File: src/rtl/onebit_pkg.sv
// Shared types and constants for the one-bit parallel datapath.
package onebit_pkg;

    typedef enum logic {IDLE, SHIFT} s2p_state_t;

    // Default assembled word width, shared with the parallel consumer.
    localparam int ONEBIT_WIDTH = 8;

endpackage

File: src/rtl/onebit_hold_reg.sv
// One-entry valid/ready holding register: loads completed words, drops them
// with an ovf pulse when the held word is neither consumed nor replaceable.
module onebit_hold_reg
    import onebit_pkg::*;
#(
    parameter int WIDTH = ONEBIT_WIDTH
) (
    input  logic             clk,
    input  logic             rst_n,
    input  logic             load_i,
    input  logic [WIDTH-1:0] word_i,
    input  logic             rdy_i,
    output logic [WIDTH-1:0] dout_o,
    output logic             vld_o,
    output logic             ovf_o
);

    logic [WIDTH-1:0] dout_q, dout_d;
    logic             vld_q, vld_d;
    logic             ovf_q, ovf_d;

    always_comb begin
        dout_d = dout_q;
        vld_d  = vld_q;
        ovf_d  = 1'b0;
        if (load_i) begin
            // A draining word frees the slot on the same edge.
            if (!vld_q || rdy_i) begin
                dout_d = word_i;
                vld_d  = 1'b1;
            end else begin
                ovf_d  = 1'b1;
            end
        end else if (vld_q && rdy_i) begin
            vld_d = 1'b0;
        end
    end

    always_ff @(posedge clk or negedge rst_n) begin
        if (!rst_n) begin
            dout_q <= '0;
            vld_q  <= 1'b0;
            ovf_q  <= 1'b0;
        end else begin
            dout_q <= dout_d;
            vld_q  <= vld_d;
            ovf_q  <= ovf_d;
        end
    end

    assign dout_o = dout_q;
    assign vld_o  = vld_q;
    assign ovf_o  = ovf_q;

endmodule

File: src/rtl/onebit_s2p.sv
// Serial-to-parallel front end: frames a qualified bit stream into WIDTH-bit
// words and hands them to the holding register.
module onebit_s2p
    import onebit_pkg::*;
#(
    parameter int WIDTH     = ONEBIT_WIDTH,
    parameter int MSB_FIRST = 1
) (
    input  logic             clk,
    input  logic             rst_n,
    input  logic             din,
    input  logic             din_vld,
    input  logic             sof,
    input  logic             eof,
    output logic [WIDTH-1:0] dout,
    output logic             dout_vld,
    input  logic             dout_rdy,
    output logic             ovf,
    output logic             err,
    output logic             busy
);

    localparam int             CW       = $clog2(WIDTH + 1);
    localparam logic [CW-1:0]  CNT_FULL = CW'(WIDTH);

    s2p_state_t       state_q, state_d;
    logic [CW-1:0]    cnt_q, cnt_d;
    logic [WIDTH-1:0] sh_q, sh_d;
    logic             err_q, err_d;

    logic [CW-1:0]    cnt_n;
    logic [WIDTH-1:0] base;
    logic [WIDTH-1:0] sh_n;
    logic             word_done;

    function automatic logic [WIDTH-1:0] shift_in(input logic [WIDTH-1:0] s, input logic b);
        if (MSB_FIRST != 0) return {s[WIDTH-2:0], b};
        else                return {b, s[WIDTH-1:1]};
    endfunction

    always_comb begin
        state_d   = state_q;
        cnt_d     = cnt_q;
        sh_d      = sh_q;
        err_d     = 1'b0;
        word_done = 1'b0;
        base      = sh_q;
        cnt_n     = cnt_q + CW'(1);
        sh_n      = shift_in(sh_q, din);

        if (din_vld && (sof || state_q == SHIFT)) begin
            // sof restarts from an empty word, so the current bit becomes bit 0.
            if (sof) begin
                base  = '0;
                cnt_n = CW'(1);
                if (state_q == SHIFT && cnt_q != '0) err_d = 1'b1;
            end
            sh_n    = shift_in(base, din);
            sh_d    = sh_n;
            state_d = SHIFT;
            if (cnt_n == CNT_FULL) begin
                word_done = 1'b1;
                cnt_d     = '0;
            end else begin
                cnt_d     = cnt_n;
            end
            if (eof) begin
                state_d = IDLE;
                cnt_d   = '0;
                if (!word_done) err_d = 1'b1;
            end
        end
    end

    always_ff @(posedge clk or negedge rst_n) begin
        if (!rst_n) begin
            state_q <= IDLE;
            cnt_q   <= '0;
            sh_q    <= '0;
            err_q   <= 1'b0;
        end else begin
            state_q <= state_d;
            cnt_q   <= cnt_d;
            sh_q    <= sh_d;
            err_q   <= err_d;
        end
    end

    onebit_hold_reg #(
        .WIDTH (WIDTH)
    ) u_hold (
        .clk    (clk),
        .rst_n  (rst_n),
        .load_i (word_done),
        .word_i (sh_n),
        .rdy_i  (dout_rdy),
        .dout_o (dout),
        .vld_o  (dout_vld),
        .ovf_o  (ovf)
    );

    assign err  = err_q;
    assign busy = (state_q == SHIFT);

endmodule

File: config.mk
export PLATFORM = sky130hd
export DESIGN_NAME = onebit_s2p
export DESIGN_NICKNAME = d
export VERILOG_FILES = /design/src/rtl/onebit_pkg.sv /design/src/rtl/onebit_hold_reg.sv /design/src/rtl/onebit_s2p.sv
export SDC_FILE = /design/constraint.sdc
export NUM_CORES = 1
export LEC_CHECK = 0
export BUFFER_PORTS_ARGS = -buffer_cell sky130_fd_sc_hd__buf_4
export CORE_UTILIZATION = 37
export DETAILED_ROUTE_END_ITERATION = 8
export PLACE_DENSITY = 0.62
export SLEW_MARGIN = 30
export SYNTH_ARGS = -nofsm -noshare
export SYNTH_HDL_FRONTEND = slang
export SYNTH_SLANG_ARGS = --single-unit
export TNS_END_PERCENT = 30
File: constraint.sdc
create_clock -name clk -period 1.9 [get_ports clk]
set_input_delay 0.19 -clock clk [delete_from_list [all_inputs] [get_ports clk]]
set_output_delay 0.19 -clock clk [all_outputs]
set_load 0.005 [all_outputs]
; ---- Word-level counts from Yosys, hierarchy flattened
; Index checks and enable logic that the tools add are counted.
[classes]
eq_ne = 2
n_reduce_logical = 10
muxes = 20
n_addsub = 1
[op_table]
columns = cell, n
row1 = 4-bit 2-to-1 mux, 4
row2 = 1-bit 2-to-1 mux, 14
row3 = 8-bit 2-to-1 mux, 1
row4 = 7-bit 2-to-1 mux, 1
row5 = 4-bit by 1-bit adder with 4-bit output (second input constant), 1
row6 = 4-bit == test (second input constant), 1
row7 = 2-bit AND reduction, 2
row8 = 4-bit nonzero test, 1
row9 = 1-bit logical AND, 3
row10 = 1-bit logical OR, 2
row11 = 2-bit inequality test (second input constant), 1
row12 = 2-bit nonzero test, 1
row13 = 1-bit zero test, 1
[totals]
inputBits = 7
output_inout_bits = 12
reg_bits = 23
word_cells = 40

; ---- Depth between registers and ports, before layout
[logic_depth]
word_depth = 9
depth_mapped = 6
depth_no_buf = 5

; ---- Cells and area by module
; From an unflattened synthesis, not the netlist that was laid out.
[hier_totals]
hier_cells = 98
area_unflattened_um2 = 1086.0
[by_module_without_submodules]
columns = module, seq_area_each_um2, cells_each, area_per_inst_um2, instances
row1 = onebit_s2p, 325.3, 75, 679.4, 1
row2 = onebit_hold_reg, 250.2, 23, 406.6, 1

; ---- Worst setup path after synthesis
; No wires, ideal clock.
[synth_timing]
path_type = register to register
start = reg cnt_q[0]
end = reg u_hold.dout_q[0], in the netlist u_hold.dout_o[0]
setup_slack_ps = 147
synth_period_minus_slack_ps = 1753
setup_ps = 125
arrival_time_ps = 1628
stages_incl_launch_ff = 7
n_path_buf = 1
required_time_ps = 1775
cell_sequence = dfrtp_1 -> inv_2 -> ha_1 -> nor4_2 -> nor3b_2 -> buf_6 -> mux2_4
[synth_between]
elab_chain_len = 8
[synth_rtl]
columns = element, line
row1 = start: declaration, onebit_s2p.sv:27  ; logic [CW-1:0] cnt_q, cnt_d;
row2 = start signal: assignment, onebit_s2p.sv:83  ; cnt_q <= cnt_d;
row3 = 4-bit by 1-bit adder with 4-bit output, onebit_s2p.sv:48  ; cnt_n = cnt_q + CW'(1);
row4 = 4-bit 2-to-1 mux, onebit_s2p.sv:53  ; if (sof) begin
row5 = 4-bit 2-to-1 mux, onebit_s2p.sv:51  ; if (din_vld && (sof || state_q == SHIFT)) begin
row6 = 4-bit == test, onebit_s2p.sv:61  ; if (cnt_n == CNT_FULL) begin
row7 = 1-bit 2-to-1 mux, onebit_s2p.sv:61
row8 = 1-bit 2-to-1 mux (2 in a row), onebit_s2p.sv:51
row9 = 2-bit AND reduction (no source line), n/a
row10 = end signal: assignment, onebit_hold_reg.sv:45  ; dout_q <= dout_d;
row11 = end: declaration, onebit_hold_reg.sv:18  ; logic [WIDTH-1:0] dout_q, dout_d;
; No other way between the ends. The select of a mux whose other input is x is not followed.
; A chain may end at the register's enable or synchronous reset.

; ---- Final worst setup path
[layout_timing]
start = reg cnt_q[0]
end = reg u_hold.dout_q[2], in the netlist u_hold.dout_o[2]
; Same word-level chain as after synthesis.

==> metrics.txt <==
critical path endpoint u_hold.dout_o[2]$_DFFE_PN0P_; Worst-Margin Slew 0.3251 ns; Yosys warnings 0; slack of the worst reg-to-reg path 0.01 ns; DIE AREA 3124 sq um; final period utilization 0.9938; CTS Buffer Depth 2; Post-synth EDFFs 0; CP Class flip-flop to flip-flop; initial antenna violation count 0; # H-tree levels 1; Max VDD drop 0.5245 mV; Power per Cell Area 714.8 nW/um^2; worst reg2reg path depth 6; Root Buffer clkbuf_4; largest net degree at the start of global routing 24; layout cells sized above 1 0.2692; DRT antenna net count 0; Layout area overhead 24.21%; Hold Path Origin din_vld; Placement Setup Slack 0.06696 ns; clock sink count 23; Clock Skew 0.003010 ns; drt via density 4.932; critical path capture point type flip-flop; largest cells by area after synthesis dfrtp_1 54%, mux2i_1 6.5%, nand2_1 6.3%; worst r2r dst u_hold.dout_o[2]$_DFFE_PN0P_; DIE HEIGHT 55.90 um; Vias 794; Cell Rows 19; sequential fraction of the synthesis area 0.5355; I/O Buffers 18; status completed; Worst EP arrival 2.14 ns; Mapped Area 1075 sq um; final antenna diode count 0; endpoints failing hold 0; dpl hpwl 1291 um; Initial Util 0.3897; Avg Cell Area, Syn 10.14 sq um; Routed WL 2018 um; post-route cell area 1335 sq um; Min-Delay Path Class input port to flip-flop; simple-gate share of the synthesized area 0.1828; GP Congestion 0.8097; Residual DRC 0; gr ovfl total 0; count of state elements after synthesis 23; fin nets 140; share of the synthesized area in the top cell type 0.5355; Slew headroom 0.7825; Pleak 0.6135 nW; Fill cells 272; RSZ-0062 raised after global routing yes; Tot GR Track Use 0.1349; first drt pass iteration count 4; ys flop type dfrtp_1; f_max 529.6 MHz; Worst setup SP type flip-flop; CP Max Fanout 7; Adder-Cell Fraction of Synth Area 0.02328; ys async rst share 1.000; CORE AREA 2758 sq um; clock-pin slew on the worst setup and hold paths 0.13 ns; CP required 2.15 ns; first-pass GRT wire length 3249 um; Pwr Total 0.9543 mW; count of different cell masters after synthesis 28; syn_nets 115; Num CTS Buffers 3; WHS 0.09217 ns; main combinational cell family by area after synthesis simple AND/OR/NAND/NOR gates; post-synthesis mux area share 0.08964; max-cap violations 0; die span in x 55.90 um; clk_lat worst skew 0.31 ns; Area after DPL 1241 sq um; Top Ports 19; Setup TNS 0 ns; Gate Count Post-Synth 106; Post-Synth XOR/XNOR Area 0.01630; fin. max-slew vios 0; Finish-stage setup viols 0; min cycle time layout 1.888 ns; R2R Path Start cnt_q[0]$_DFFE_PN0P_; drt wl/cell 12.53 um; CTS tree built; Yosys top cell by area dfrtp_1; crit path launch cnt_q[0]$_DFFE_PN0P_; DR iter-0 viols 13; Synth Area in Compound Gates 0.09313; vias in the first global route 746; final setup margin 0.01182 ns
cell families (layout without fill, tap and decap cells):
kind of cell    Yosys count  count (layout)
fa+ha+maj                 2               2
buf+inv                  15              39
simple gates             38              38
mux                       9               9
xor+xnor                  2               2
flops                    23              23
compound gates           17              17
flip-flops by register name, indices dropped and copies added (netlist names):
| name | flops |
|---|---|
| sh_q | 7 |
| cnt_q | 4 |
| u_hold.ovf_o | 1 |
| err | 1 |
| u_hold.vld_o | 1 |
| busy | 1 |
| u_hold.dout_o | 8 |
layout by cell type (no fill, tap or decap):
master,instances
nand2_1,18
mux2_4,1
mux2_2,1
a31oi_1,1
or4_1,1
buf_4,22
nor3_1,2
nor3b_1,1
o22ai_1,2
inv_1,10
clkinv_2,1
nor3b_4,1
nor2_1,3
ha_4,1
nand3_1,3
dlygate4sd3_1,1
buf_6,1
dfrtp_1,23
o21ai_1,1
o21a_1,2
ha_2,1
xor2_1,2
or2b_1,1
o21ai_0,9
mux2i_1,7
clkbuf_4,3
nand2b_1,6
nor4_4,1
o21ai_2,1
o31ai_1,1
inv_2,1
nand3b_1,1
synth_stat cells (all sizes together), types with 3 or more instances:
cell type and number:
inv 11, clkbuf 3, o21ai 11, nand2 18, mux2i 7, nand2b 6
nor2 3, nand3 3, dfrtp 23
how the worst min path moves through the flow:
stage / to / cells past startpoint
after CTS: sh_q[6]$_DFFE_PN0P_ / 2
after floorplan: busy$_DFFE_PN0P_ / 0
after global placement: u_hold.dout_o[7]$_DFFE_PN0P_ / 1
after detailed placement: u_hold.dout_o[7]$_DFFE_PN0P_ / 1
final: sh_q[5]$_DFFE_PN0P_ / 2
after global routing: sh_q[6]$_DFFE_PN0P_ / 2
cell type report:
class                   count  area (sq um)  share of cell area
flip-flops and latches     23         575.6              0.4311
repair buffers             24         186.4              0.1396
multi-input cells          68         465.4              0.3486
well taps                  31         38.79             0.02905
clock buffers               3         22.52             0.01687
clock inverters             1         5.005            0.003749
inverters                  11         41.29             0.03093
per-layer routing:
layer | vias up | part of all wire | track usage
met5 | - | 0 | 0
met4 | 0 | 0.0059 | 0.04181
met3 | 2 | 0.043 | 0.04884
met2 | 19 | 0.50 | 0.2341
met1 | 374 | 0.45 | 0.1556
li1 | 399 | - | -
stage by stage:
step	cells	utilization
after floorplan	106	-
after CTS	158	0.4637
after global routing	161	0.4841
after detailed placement	153	0.4501
final	161	0.4841
after global placement	153	0.4501
worst max-delay path, cell delays in order, from the launching register on:
cell and delay [ns]:
dfrtp_1 0.44, ha_2 0.21, xor2_1 0.20, nor4_4 0.34, nor3b_4 0.27, buf_6 0.18
mux2i_1 0.19
power by group:
group,internal [mW],switching [mW]
Clock,0.0788,0.152
Sequential,0.522,0.0316
Combinational,0.0836,0.0862
Total,0.685,0.269
what timing repair did:
item,in CTS,in global routing
gates resized for setup,0,5
endpoints found under the hold margin,23,0
endpoints found under the setup margin,0,7
hold buffers,1,0
buffers inserted,0,3
(Power assumes the default switching activity.)
